### config.mk
export PLATFORM = sky130hd
export DESIGN_NAME = lane_sync_ctrl
export DESIGN_NICKNAME = d
export VERILOG_FILES = /design/src/rtl/lane_sync_ctrl.sv
export SDC_FILE = /design/constraint.sdc
export NUM_CORES = 1
export LEC_CHECK = 0
export ABC_AREA = 1
export CORE_MARGIN = 1
export CORE_UTILIZATION = 26
export DETAILED_ROUTE_END_ITERATION = 8
export HOLD_SLACK_MARGIN = 0.02
export PLACE_DENSITY_LB_ADDON = 0.05
export REMOVE_ABC_BUFFERS = 1
export SETUP_SLACK_MARGIN = 0.1
export SLEW_MARGIN = 20
export SYNTH_ARGS = -nofsm -noshare
export SYNTH_HDL_FRONTEND = slang
export SYNTH_SLANG_ARGS = --single-unit
### constraint.sdc
create_clock -name clk_4f -period 3.4 [get_ports clk_4f]
set_input_delay 0.68 -clock clk_4f [delete_from_list [all_inputs] [get_ports clk_4f]]
set_output_delay 0.68 -clock clk_4f [all_outputs]
set_load 0.1 [all_outputs]
### src/rtl/lane_sync_ctrl.sv
// lane_sync_ctrl: COM-based lane alignment with bit-slip hunting, sync loss detection
// and payload forwarding with COM/IDLE stripping.
module lane_sync_ctrl #(
    parameter logic [7:0] COM         = 8'hBC,
    parameter logic [7:0] IDLE        = 8'h7C,
    parameter int         LOCK_CNT    = 4,
    parameter int         SLIP_WINDOW = 16,
    parameter int         SLIP_HOLD   = 2,
    parameter int         LOSS_CNT    = 3
) (
    input  logic       clk_4f,
    input  logic       reset,
    input  logic [7:0] rx_byte,
    input  logic       rx_valid,
    output logic       bit_slip,
    output logic       sync_active,
    output logic [7:0] data_out,
    output logic       valid_out,
    output logic [7:0] err_cnt
);
    typedef enum logic [1:0] {SEARCH, LOCKING, SLIP_WAIT, ACTIVE} state_t;
    state_t     state;
    logic [7:0] window;
    logic [3:0] com_cnt;
    logic [3:0] hold;
    logic [3:0] idle_run;
    logic [7:0] err_inc;
    always_comb err_inc = err_cnt + {7'd0, err_cnt != 8'hFF};
    always_ff @(posedge clk_4f) begin
        if (reset) begin
            state       <= SEARCH;
            window      <= '0;
            com_cnt     <= '0;
            hold        <= '0;
            idle_run    <= '0;
            bit_slip    <= 1'b0;
            sync_active <= 1'b0;
            data_out    <= '0;
            valid_out   <= 1'b0;
            err_cnt     <= '0;
        end else begin
            bit_slip  <= 1'b0;
            valid_out <= 1'b0;
            case (state)
                SEARCH: if (rx_valid) begin
                    if (rx_byte == COM) begin
                        window <= '0;
                        if (LOCK_CNT == 1) begin
                            state       <= ACTIVE;
                            sync_active <= 1'b1;
                            com_cnt     <= '0;
                        end else begin
                            state   <= LOCKING;
                            com_cnt <= 4'd1;
                        end
                    end else if (window == 8'(SLIP_WINDOW - 1)) begin
                        bit_slip <= 1'b1;
                        err_cnt  <= err_inc;
                        state    <= SLIP_WAIT;
                        window   <= '0;
                        hold     <= '0;
                    end else begin
                        window <= window + 8'd1;
                    end
                end
                // The slip cycle itself plus SLIP_HOLD more cycles are ignored.
                SLIP_WAIT: if (hold == 4'(SLIP_HOLD)) begin
                    state  <= SEARCH;
                    hold   <= '0;
                    window <= '0;
                end else begin
                    hold <= hold + 4'd1;
                end
                LOCKING: if (rx_valid) begin
                    if (rx_byte == COM && com_cnt == 4'(LOCK_CNT - 1)) begin
                        state       <= ACTIVE;
                        sync_active <= 1'b1;
                        com_cnt     <= '0;
                    end else if (rx_byte == COM) begin
                        com_cnt <= com_cnt + 4'd1;
                    end else begin
                        state   <= SEARCH;
                        com_cnt <= '0;
                        window  <= '0;
                    end
                end
                ACTIVE: if (rx_valid) begin
                    idle_run <= '0;
                    if (rx_byte != COM && rx_byte != IDLE) begin
                        data_out  <= rx_byte;
                        valid_out <= 1'b1;
                    end
                end else if (idle_run == 4'(LOSS_CNT - 1)) begin
                    state       <= SEARCH;
                    sync_active <= 1'b0;
                    err_cnt     <= err_inc;
                    idle_run    <= '0;
                    window      <= '0;
                    com_cnt     <= '0;
                end else begin
                    idle_run <= idle_run + 4'd1;
                end
                default: state <= SEARCH;
            endcase
        end
    end
endmodule

==> out/metrics.yaml <==
routing:
  route.detailed.drc: 0
  final_antenna_net_count: 0
  vias: 2047
  avgRoutedWirePerCell_um: 11.7
  post_drt_via_cell_ratio: 4.35
  detail_route.first_pass.iterations: 4
  dr.first_iter.drc_count: 94
  postRouteWirelength_um: 5500
synth:
  synthesis.instances: 333
  yosys-mux-area-fraction: 0
  post_synth_instance_area_um2: 2270
  yosys_warnings: 0
  synth_top_family_by_area: "simple AND/OR/NAND/NOR gates"
  synth_sequential_area_ratio: 0.361
  synth.avg_cell_area_um2: 6.82
  synth_adder_area_share: 0.0441
  synth_compound_area_frac: 0.123
  xor_and_xnor_area_share_after_synthesis: 0.0347
  yosys.cell_types.count: 30
  synth_simple_gate_area_share: 0.348
  number_of_flip_flops_and_latches_in_the_synthesized_netlist: 41
timing:
  final_number_of_hold_violating_endpoints: 0
  worst_slack_ns: 0.943
  setup-violations-final: 0
  skew_final_ns: 0.0126
  min_cycle_time_layout_ns: 2.46
  timing_worst_slew_pin_value_ns: 0.962
  layout_worst_path_cycle_share: 0.723
  grt_setup_unrepaired: "no"
  slew_violations: 0
  post_route_setup_tns_ns: 0
  fmaxAchievable_ghz: 0.407
  slew_headroom: 0.356
cts:
  post_cts.repair.setup_buffers: 0
  tritoncts_num_sinks: 41
  ctsResizeCount: 0
  cts.htree.levels: 2
  hold_buffers: 0
  clk_latency_ns: 0.30
  clkSlewWorstSetupHoldPaths_ns: 0.09
  ctsRootBufferMaster: "clkbuf_8"
  cts.path.max_buffers: 2
  cts_buffers: 5
  tritoncts_clock_tree: "yes"
worst_setup_path:
  crit-reg2reg-capture: "err_cnt[4]"
  worst_setup_path_end_kind: "output port"
  reg2reg_setup_slack_ns: 1.52
  crit_type: "reg2out"
  critical_path_buf_inv_count: 1
  cp_max_fo: 2
  r2r.worst_path.cells: 9
  critPathMaxStageDelay_ns: 1.13
  worstPathCellList: "clkdlybuf4s50_1"
  crit_arrival_ns: 1.78
  worst_path_top_cell_family_by_delay: "buffers and inverters"
  reg2reg_from: "err_cnt[3]"
  startpoint_type: "flip-flop"
  crit_required_ns: 2.72
  slowest_stage: "clkdlybuf4s50_1"
place:
  place_congestion: 0.712
  detailed_place_hpwl_um: 4110
  io_buffers: 29
  post_place_worst_slack_ns: 0.857
pwr:
  power.internal_uw: 831
  seq_power_share: 0.427
  leakagePower_nw: 1.11
  power.share.combinational: 0.245
  cellPowerDensity_nw_per_um2: 458
  power.switching_uw: 439
  swShare: 0.346
  vdd_drop_max_mv: 0.311
  clock_power_share: 0.328
floorplan:
  dieWidth_um: 95.5
  floorplan.io_pins: 30
  dieArea_um2: 9120
  number_of_rows_created_at_floorplan: 33
  core_region_area_um2: 8340
  start_util: 0.272
  die-height_um: 95.5
job:
  drv_cap: 0
global_route:
  global_route_wire_length_before_repair_um: 9470
  initial_antenna_violation_count: 0
  grtUsageTotal: 0.135
  grt_start_max_net_pins: 25
  first_global_vias: 1984
  gr-total-overflow: 0
status:
  outcome: "finished clean"
layout:
  final_cell_mix: "73 x nand2_1, 41 x dfxtp_1, 39 x nor2_1"
  insertedDiodeCount: 0
  area_growth_syn_to_layout_pct: 21.9
  layout-drive-gt1-share: 0.115
  layout.nets: 384
  layout_commonest_cell: "nand2_1"
  nFillCells: 931
worst_hold_path:
  hold_path.startpoint: "data_out[6]"
  hold-path-cell-count: 2
  timing.hold.worst.class: "reg2reg"
  whs_endpoint: "data_out[6]"
tightest hold or removal path: stages (launching register included):
cell     delay (ns)
dfxtp_1        0.32
inv_1          0.05
a21oi_1        0.05
routing by layer:
metal,track usage,routed length [µm]
met1,0.177,2750
met2,0.221,2540
met3,0.0311,147
met4,0.0373,65
met5,0,0
power by group through the flow:
stage / logic [mW] / clock network [mW] / registers (mW)
floorplan: 0.172 / 0 / 0.607
global placement: 0.312 / 0 / 0.553
detailed placement: 0.316 / 0 / 0.553
CTS: 0.316 / 0.436 / 0.541
global route: 0.347 / 0.460 / 0.547
finish: 0.311 / 0.416 / 0.542
Yosys cell counts:
cell type	number	area share
nand4_1	12	0.033
ha_1	8	0.044
a21oi_2	1	0.0039
a211oi_1	1	0.0033
nand3_1	26	0.057
xnor2_1	2	0.0077
nor2_1	39	0.064
nand3_4	1	0.0077
o21bai_1	1	0.0033
o21ai_1	3	0.0066
xor2_1	7	0.027
or2_1	1	0.0028
and2_1	1	0.0028
nor2_2	2	0.0055
buf_6	1	0.0050
or2_2	1	0.0028
inv_2	7	0.012
nor3_1	4	0.0088
nand2_2	5	0.014
nor2_4	2	0.0099
a21oi_1	31	0.068
nand2_4	2	0.0099
inv_1	38	0.063
o21bai_2	1	0.0050
dfxtp_1	41	0.36
nand3_2	2	0.0088
clkbuf_1	3	0.0050
nand2_1	73	0.12
buf_2	2	0.0044
o21ai_0	15	0.033
logic make-up after synthesis:
logic type,Yosys count
and+or+nand+nor,171
AOI/OAI and AO/OA,53
buffers and inverters,51
DFF,41
xor gates and xnor gates,9
adders and majority gates,8
worst max-delay path by stage:
stage / cells past startpoint / end / slack [ns] / from
3_3_place_gp: 11 / err_cnt[1] / 0.90 / rx_byte[0]
3_5_place_dp: 11 / err_cnt[0] / 0.86 / rx_byte[3]
4_1_cts: 1 / data_out[3] / 0.93 / data_out[3]
2_1_floorplan: 9 / err_cnt[4] / 0.95 / err_cnt[3]
5_1_grt: 1 / data_out[4] / 0.89 / data_out[4]
6_report: 1 / data_out[3] / 0.94 / data_out[3]
flip-flops by register name, indices dropped and copies added, names as in the netlist:
name and count:
err_cnt 8, sync_active 1, state 2, com_cnt 4, bit_slip 1, hold 4, data_out 8, window 8
idle_run 4, valid_out 1
final cells by class:
type	instances	area, µm²	share of cell area
Sequential cell	41	821	0.296
Clock inverter	1	30.0	0.0108
Inverter	45	169	0.0610
Clock buffer	7	86.3	0.0312
Multi-Input combinational cell	241	1250	0.451
Tap cell	105	131	0.0474
Timing Repair Buffer	31	283	0.102
metrics by stage:
stage	cells	power, mW	area, µm²	hold WS (ns)	util
floorplan	327	0.780	2240	0.452	-
finish	471	1.27	2770	0.448	0.332
detailed placement	463	0.868	2650	0.440	0.318
global placement	463	0.866	2650	0.433	0.318
CTS	471	1.29	2770	0.455	0.332
global route	471	1.35	2770	0.475	0.332
Power figures use the tool's default switching activity.
